[config.mk]
export PLATFORM = sky130hd
export DESIGN_NAME = regwr_arbiter
export DESIGN_NICKNAME = d
export VERILOG_FILES = /design/src/rtl/regwr_arbiter.sv
export SDC_FILE = /design/constraint.sdc
export NUM_CORES = 1
export LEC_CHECK = 0
export CAP_MARGIN = 10
export CORE_MARGIN = 3
export CORE_UTILIZATION = 42
export DETAILED_ROUTE_END_ITERATION = 16
export PLACE_DENSITY = 0.88
export SKIP_LAST_GASP = 1
export SLEW_MARGIN = 20
export SYNTH_ARGS = -nofsm -noshare
export SYNTH_HDL_FRONTEND = slang
export SYNTH_SLANG_ARGS = --single-unit
export TNS_END_PERCENT = 5
[constraint.sdc]
create_clock -name clk -period 2.5 [get_ports clk]
set_clock_uncertainty 0.05 [all_clocks]
set_input_delay 0.375 -clock clk [delete_from_list [all_inputs] [get_ports clk]]
set_output_delay 0.375 -clock clk [all_outputs]
set_load 0.01 [all_outputs]
[src/rtl/regwr_arbiter.sv]
// -----------------------------------------------------------------------------
// regwr_arbiter
//
// Purpose:
//   Shares the register file's single write port between the pipeline
//   writeback stage (high priority) and the multi-cycle multiply/divide unit.
//   A starvation counter guarantees the mul/div result is written within
//   STARVE_LIMIT cycles of its first refusal: once the limit is reached the
//   arbiter spends one cycle in FORCE_MD, stalling the pipeline and granting
//   mul/div unconditionally. A busy scoreboard marks destination registers
//   whose mul/div result has not yet been transferred, for hazard detection.
//
// Parameters:
//   WIDTH        data width of busW / wb_data / md_data
//   STARVE_LIMIT cycles md may be refused before a forced grant (1..15)
//
// Ports:
//   clk          in   clock, rising-edge active
//   rst_n        in   asynchronous active-low reset
//   wb_valid     in   writeback write request (high priority)
//   wb_rw        in   writeback destination register
//   wb_data      in   writeback data
//   md_issue     in   mul/div instruction issued this cycle
//   md_issue_rw  in   destination of the issued mul/div
//   md_valid     in   mul/div result available
//   md_rw        in   mul/div result destination
//   md_data      in   mul/div result data
//   md_ready     out  mul/div result accepted when md_valid && md_ready
//   stall_req    out  pipeline must freeze (writeback holds its request)
//   RegWr        out  register file write enable (registered)
//   Rw           out  register file write address (registered)
//   busW         out  register file write data (registered)
//   busy_mask    out  bit i set: register i awaits a mul/div result
// -----------------------------------------------------------------------------
module regwr_arbiter #(
   parameter int WIDTH        = 32,
   parameter int STARVE_LIMIT = 4
) (
   input  logic             clk,
   input  logic             rst_n,
   input  logic             wb_valid,
   input  logic [4:0]       wb_rw,
   input  logic [WIDTH-1:0] wb_data,
   input  logic             md_issue,
   input  logic [4:0]       md_issue_rw,
   input  logic             md_valid,
   input  logic [4:0]       md_rw,
   input  logic [WIDTH-1:0] md_data,
   output logic             md_ready,
   output logic             stall_req,
   output logic             RegWr,
   output logic [4:0]       Rw,
   output logic [WIDTH-1:0] busW,
   output logic [31:0]      busy_mask
);

   typedef enum logic {
      PRI_WB   = 1'b0,
      FORCE_MD = 1'b1
   } state_t;

   // Refusal count at which the next refusal forces a grant.
   localparam logic [3:0] LP_WAIT_LAST = 4'(STARVE_LIMIT - 1);

   state_t             r_state;
   state_t             w_state_nxt;
   logic [3:0]         r_wait_cnt;
   logic [3:0]         w_wait_cnt_nxt;

   logic               w_grant_wb;
   logic               w_grant_md;
   logic               w_md_xfer;

   logic               w_wr_en;
   logic [4:0]         w_wr_rw;
   logic [WIDTH-1:0]   w_wr_data;

   logic               r_regwr;
   logic [4:0]         r_rw;
   logic [WIDTH-1:0]   r_busw;

   logic [31:0]        r_busy;
   logic [31:0]        w_busy_set;
   logic [31:0]        w_busy_clr;
   logic [31:0]        w_busy_nxt;

   // --------------------------------------------------------------------------
   // FSM state register
   // --------------------------------------------------------------------------
   always_ff @(posedge clk or negedge rst_n) begin
      if (!rst_n) begin
         r_state    <= PRI_WB;
         r_wait_cnt <= 4'd0;
      end else begin
         r_state    <= w_state_nxt;
         r_wait_cnt <= w_wait_cnt_nxt;
      end
   end

   // --------------------------------------------------------------------------
   // FSM next-state, grants and handshake outputs
   // --------------------------------------------------------------------------
   always_comb begin
      w_state_nxt    = r_state;
      w_wait_cnt_nxt = r_wait_cnt;
      md_ready       = 1'b0;
      stall_req      = 1'b0;
      w_grant_wb     = 1'b0;
      w_grant_md     = 1'b0;

      case (r_state)
         PRI_WB: begin
            md_ready   = !wb_valid;
            w_grant_wb = wb_valid;
            w_grant_md = !wb_valid && md_valid;
            if (md_valid && wb_valid) begin
               // md refused this cycle: count it, and escalate once the
               // refusal budget is used up.
               w_wait_cnt_nxt = r_wait_cnt + 4'd1;
               if (r_wait_cnt == LP_WAIT_LAST) begin
                  w_state_nxt = FORCE_MD;
               end
            end else begin
               // Either md transferred or nothing is waiting.
               w_wait_cnt_nxt = 4'd0;
            end
         end

         FORCE_MD: begin
            md_ready       = 1'b1;
            stall_req      = 1'b1;
            w_grant_md     = md_valid;
            // Always a single cycle: either the forced transfer happens, or
            // the result was withdrawn and there is nothing left to force.
            w_wait_cnt_nxt = 4'd0;
            w_state_nxt    = PRI_WB;
         end

         default: begin
            w_state_nxt    = PRI_WB;
            w_wait_cnt_nxt = 4'd0;
         end
      endcase
   end

   assign w_md_xfer = md_valid && md_ready;

   // --------------------------------------------------------------------------
   // Write-command selection. A grant to register 0 still completes its
   // handshake, but produces no write and leaves Rw/busW untouched.
   // --------------------------------------------------------------------------
   always_comb begin
      w_wr_en   = 1'b0;
      w_wr_rw   = wb_rw;
      w_wr_data = wb_data;
      if (w_grant_wb) begin
         w_wr_en   = (wb_rw != 5'd0);
         w_wr_rw   = wb_rw;
         w_wr_data = wb_data;
      end else if (w_grant_md) begin
         w_wr_en   = (md_rw != 5'd0);
         w_wr_rw   = md_rw;
         w_wr_data = md_data;
      end
   end

   // --------------------------------------------------------------------------
   // Busy scoreboard next value. Set is applied after clear so a same-cycle
   // issue and transfer to one register leaves it busy; bit 0 never sets.
   // --------------------------------------------------------------------------
   always_comb begin
      w_busy_set = 32'd0;
      w_busy_clr = 32'd0;
      if (md_issue) begin
         w_busy_set = 32'd1 << md_issue_rw;
      end
      if (w_md_xfer) begin
         w_busy_clr = 32'd1 << md_rw;
      end
      w_busy_nxt = ((r_busy & ~w_busy_clr) | w_busy_set) & ~32'd1;
   end

   // --------------------------------------------------------------------------
   // Registered write port and scoreboard
   // --------------------------------------------------------------------------
   always_ff @(posedge clk or negedge rst_n) begin
      if (!rst_n) begin
         r_regwr <= 1'b0;
         r_rw    <= 5'd0;
         r_busw  <= '0;
         r_busy  <= 32'd0;
      end else begin
         r_regwr <= w_wr_en;
         if (w_wr_en) begin
            r_rw   <= w_wr_rw;
            r_busw <= w_wr_data;
         end
         r_busy  <= w_busy_nxt;
      end
   end

   assign RegWr     = r_regwr;
   assign Rw        = r_rw;
   assign busW      = r_busw;
   assign busy_mask = r_busy;

endmodule

==> results of run 1 <==
## final cells by class
type	count	area, sq um
fill	603	2550
timing repair buffer	163	1630
sequential	74	1850
inverter	3	11.3
multi-input combinational	196	1630
tap	102	128
clock buffer	13	149
clock inverter	3	15.0
## worst paths after layout
kind	end
max	md_ready
min	busy_mask[11]
max in group asynchronous	busy_mask[10]
min in group clk	r_state
min reg2reg	r_state
max reg2reg	busW[5]
## power by group
group | internal [W] | leakage (nW) | switching [W]
registers | 0.00140 | 0.881 | 0.000122
clock network | 0.000384 | 0.0872 | 0.000410
logic | 0.000675 | 1.24 | 0.000419
## synth_stat cells, drive strengths merged (2+ instances only)
| cell | count | area, sq um |
|---|---|---|
| dfrtp | 74 | 1850 |
| mux2 | 74 | 905 |
| o21ai | 40 | 200 |
| nand2 | 13 | 48.8 |
| buf | 10 | 68.8 |
| nand2b | 10 | 62.6 |
| nand3 | 10 | 50.1 |
| nor2 | 7 | 26.3 |
| nor2b | 6 | 37.5 |
| o2bb2ai | 6 | 52.6 |
| clkbuf | 4 | 15.0 |
| nand4 | 4 | 25.0 |
| a22o | 3 | 26.3 |
| inv | 3 | 11.3 |
| o31ai | 3 | 22.5 |
| and3 | 2 | 12.5 |
| nand3b | 2 | 15.0 |
| nor3 | 2 | 10.0 |
| or2 | 2 | 12.5 |
## metal layers
| layer | track usage [%] | vias to the layer above | wire, um |
|---|---|---|---|
| met5 | 0 | - | 0 |
| met3 | 4.57 | 24 | 718 |
| met1 | 26.0 | 1463 | 3910 |
| met2 | 36.6 | 132 | 5400 |
| met4 | 9.16 | 0 | 233 |
| li1 | - | 1357 | - |
## flip-flops by register name (all words and copies together) (netlist names)
signal,count
r_wait_cnt,4
busy_mask,31
RegWr,1
busW,32
Rw,5
r_state,1
## logic make-up after synthesis
logic type               after synthesis  synth area share [%]
buffers and inverters                 17                  2.67
adder cells (fa/ha/maj)                1                 0.352
XOR/XNOR                               2                 0.493
other                                  1                 0.105
flip-flops                            74                  52.1
multiplexers                          74                  25.4
AND/OR/NAND/NOR                       64                  9.88
AO/OA/AOI/OAI                         54                  9.00
## placed cells by master, fill, tap and decap left out, types with 2 or more instances in the layout
cell type and n:
clkinv_2 3, buf_4 8, o31ai_1 3, mux2_2 52, clkbuf_8 10, nand4_1 4
clkdlybuf4s50_1 153, and3_1 2, dfrtp_1 74, or2_2 2, mux2_4 19, nor2_1 6
nand3_1 10, a22o_1 3, nand2_1 13, clkbuf_1 3, nor3_1 2, nor2b_1 6
inv_1 3, nand3b_1 2, mux2_1 3, o2bb2ai_1 6, nand2b_1 10, o21ai_0 38
buf_12 2
## per-stage QoR
stage	instances	util (%)	worst slack, ns	hold slack [ns]	total power (W)
final	554	68.0	0.224	0.117	0.00341
after global routing	554	68.0	0.112	0.200	0.00357
after global placement	538	65.9	0.147	0.395	0.00261
after detailed placement	538	65.9	0.116	0.407	0.00265
after floorplan	287	-	0.550	0.0294	0.00195
after CTS	554	68.0	0.200	0.149	0.00344
## worst max-delay path: stages
cell	delay (ns)
clkdlybuf4s50_1	0.45
and2b_1	0.29
inv_1	0.09
buf_4	0.17
clkdlybuf4s50_1	0.47
==> qor.csv, run 1 <==
metric,value,unit
chip width,98.0,um
MaxCap Viol Count,0,
PwrDens,630,nW/um^2
"Seq/Total Area, Yosys",52.1,%
RSZ-0062 raised after global routing,no,
first-pass GRT wire length,16.2,mm
Num CTS Buffers,9,
outcome,finished clean,
CTS tree,built,
Main synth FF type,dfrtp_1,
Detailed Place HPWL,8.13,mm
placed instance area,5250,sq um
crit path time final,2.28,ns
worst r2r path cells,6,
Root Buffer Master,clkbuf_8,
fin. max-slew vios,0,
area of the mapped netlist,3560,sq um
WL per Instance,18.5,um
Pre-antenna DRT Iters,5,
Worst setup startpoint,wb_valid,
CTS Sinks,74,
Ports,156,
synth unique cells,37,
hold bufs inserted after CTS,0,
Synthesized Nets,372,
DR DRC count,0,
die area,9610,sq um
reg2reg setup slack,0.63,ns
Synth Instances,287,
Via density,5.37,
number of cell rows,32,
"Clk Latency, worst-skew pair",0.33,ns
vias in the first global route,3158,
fmax,0.439,GHz
"Max FO, Critical Path",7,
Antenna Nets Post-Route,0,
Core Box Area,7970,sq um
crit path launch type,input port,
area added between synthesis and finish,52.2,%
Inserted Diodes,0,
Via Count,2976,
period utilization,91.0,%
critical path class,input port to output pin,
Yosys warning count,0,
final setup violation count,0,
total grt overflow,0,
initial antenna violation count,0,
Nets,532,
layout cells sized above 1,21.9,%
"Setup Fix Bufs, Post-CTS",0,
Initial Util,44.6,%
post-layout instance area,5420,sq um
Worst EP required,2.08,ns
final WL,10.3,mm
ys async rst share,100,%
maximum number of pins on one net before global-route repair,75,
Die Y,98.0,um
Worst R2R Start,r_state,
"EDFF count, synth",0,
Worst EP arrival,1.85,ns
"Reg clk slew, reported paths",0.07,ns
CTS resizes,0,
worst hold path class,input port to asynchronous set/reset pin,
clock buffer depth,2,
gp weighted congestion,0.858,
H-tree levels,3,
Initial DRC Count,209,
Lkg Pwr,2.21,nW
"Avg Cell Area, Syn",12.4,sq um
Slew Limit Headroom,39.8,%
Slew @ Worst Pin,0.903,ns
CP Capture Type,output pin,
number of port buffers,154,
final hold vios,0,
Sum Neg Setup Slack,0,ns
#FFs+latches synth,74,
VDD IR max,0.294,mV
total track usage,21.4,%
Note: power is estimated with default switching activity, not from simulation.
==> inputs of run 2 (changes only) <==
--- a/config.mk
+++ b/config.mk
@@ -5,11 +5,12 @@
 export SDC_FILE = /design/constraint.sdc
 export NUM_CORES = 1
 export LEC_CHECK = 0
+export ABC_CLOCK_PERIOD_IN_PS = 2500
 export CAP_MARGIN = 10
 export CORE_MARGIN = 3
 export CORE_UTILIZATION = 42
 export DETAILED_ROUTE_END_ITERATION = 16
-export PLACE_DENSITY = 0.88
+export PLACE_DENSITY = 0.92
 export SKIP_LAST_GASP = 1
 export SLEW_MARGIN = 20
 export SYNTH_ARGS = -nofsm -noshare
==> qor.csv, run 2 (synthesis gave the netlist of run 1 again) <==
metric,value,unit
Ports,156,
Sum Neg Setup Slack,0,ns
critical path class,input port to output pin,
area added between synthesis and finish,53.7,%
gp weighted congestion,0.875,
reg2reg setup slack,0.55,ns
maximum number of pins on one net before global-route repair,75,
Buffers & Inverters on Critical Path,3,
worst hold path class,input port to asynchronous set/reset pin,
RSZ-0062 raised after global routing,no,
placed instance area,5250,sq um
MaxCap Viol Count,0,
CP peak stage delay,0.58,ns
hold slack,0.102,ns
WL per Instance,19.1,um
"Setup Fix Bufs, Post-CTS",0,
fin. max-slew vios,0,
period utilization,85.3,%
post-layout instance area,5470,sq um
vias in the first global route,3083,
Die Y,98.0,um
hold bufs inserted after CTS,0,
CTS resizes,0,
Core Box Area,7970,sq um
total grt overflow,0,
Via density,5.33,
Inserted Diodes,0,
"Reg clk slew, reported paths",0.07,ns
first-pass GRT wire length,16.6,mm
Slew Limit Headroom,38.9,%
number of port buffers,154,
DR DRC count,0,
initial antenna violation count,0,
final setup violation count,0,
Slew @ Worst Pin,0.916,ns
Via Count,2951,
Nets,532,
final hold vios,0,
crit path launch type,input port,
layout cells sized above 1,22.1,%
PwrDens,663,nW/um^2
CP Capture Type,output pin,
CTS Sinks,74,
clock buffer depth,2,
die area,9610,sq um
CP most frequent cell,clkdlybuf4s50_1,
crit path time final,2.13,ns
fmax,0.469,GHz
Worst EP required,2.08,ns
max reg flops,32,
"Max FO, Critical Path",7,
Lkg Pwr,2.23,nW
cell breakdown of the critical path,clkdlybuf4s50_1 > and2b_1 > inv_1 > clkdlybuf4s50_1,
Pre-antenna DRT Iters,5,
"commonest cells after routing, fill and taps aside","clkdlybuf4s50_1, dfrtp_1, mux2_2, o21ai_0, mux2_4",
outcome,finished clean,
H-tree levels,3,
Antenna Nets Post-Route,0,
CP top delay family,buffers and inverters,
chip width,98.0,um
"commonest non-fill, non-tap cell in the layout",clkdlybuf4s50_1,
number of cell rows,32,
Num CTS Buffers,9,
Detailed Place HPWL,8.07,mm
"Clk Latency, worst-skew pair",0.34,ns
Initial Util,44.6,%
CTS tree,built,
Initial DRC Count,302,
final WL,10.6,mm
"Core Util, Final",68.6,%
Worst EP arrival,1.71,ns
Worst path slowest cell,clkdlybuf4s50_1,
Root Buffer Master,clkbuf_8,
VDD IR max,0.376,mV
total track usage,22.2,%
[run 2: cell type report]
cell class / count / area, sq um
clock buffer: 15 / 186
clock inverter: 1 / 30.0
fill: 567 / 2500
inverter: 3 / 11.3
multi-input combinational: 196 / 1630
sequential: 74 / 1850
tap: 102 / 128
timing repair buffer: 163 / 1630
[run 2: final timing paths]
kind	start	cells past startpoint	endpoint
worst max register to register	r_state	6	busW[9]
max in group asynchronous	rst_n	1	busy_mask[3]
min in group clk	r_wait_cnt[3]	1	r_state
worst min register to register	r_wait_cnt[3]	1	r_state
worst max-delay path	wb_valid	4	md_ready
worst min-delay path	rst_n	1	busy_mask[13]
[run 2: power breakdown]
part / internal, W / leakage (nW) / total [W] / switching, W
combinational: 0.000675 / 1.24 / 0.00110 / 0.000424
clock: 0.000572 / 0.110 / 0.000997 / 0.000425
sequential: 0.00140 / 0.881 / 0.00153 / 0.000126
[run 2: through the flow]
| stage | setup WS (ns) | power, W | cells |
|---|---|---|---|
| floorplan | 0.550 | 0.00195 | 287 |
| global placement | 0.139 | 0.00261 | 538 |
| detailed placement | 0.0739 | 0.00265 | 538 |
| CTS | 0.382 | 0.00365 | 554 |
| global route | 0.299 | 0.00378 | 554 |
| finish | 0.367 | 0.00362 | 554 |
[run 2: worst register-to-register path: stages (launching register included)]
cell and delay [ns]:
dfrtp_1 0.34, and2b_1 0.19, inv_1 0.19, nand2_1 0.21
o21ai_4 0.21, buf_12 0.26, mux2_2 0.39
[run 2: per-layer routing]
| layer | share of wire (%) | vias up | global-route usage (%) | wire, um |
|---|---|---|---|---|
| li1 | - | 1355 | - | - |
| met1 | 39 | 1468 | 27.2 | 4100 |
| met2 | 54 | 119 | 39.2 | 5750 |
| met3 | 5.3 | 9 | 4.43 | 562 |
| met4 | 1.5 | 0 | 7.35 | 154 |
| met5 | 0 | - | 0 | 0 |
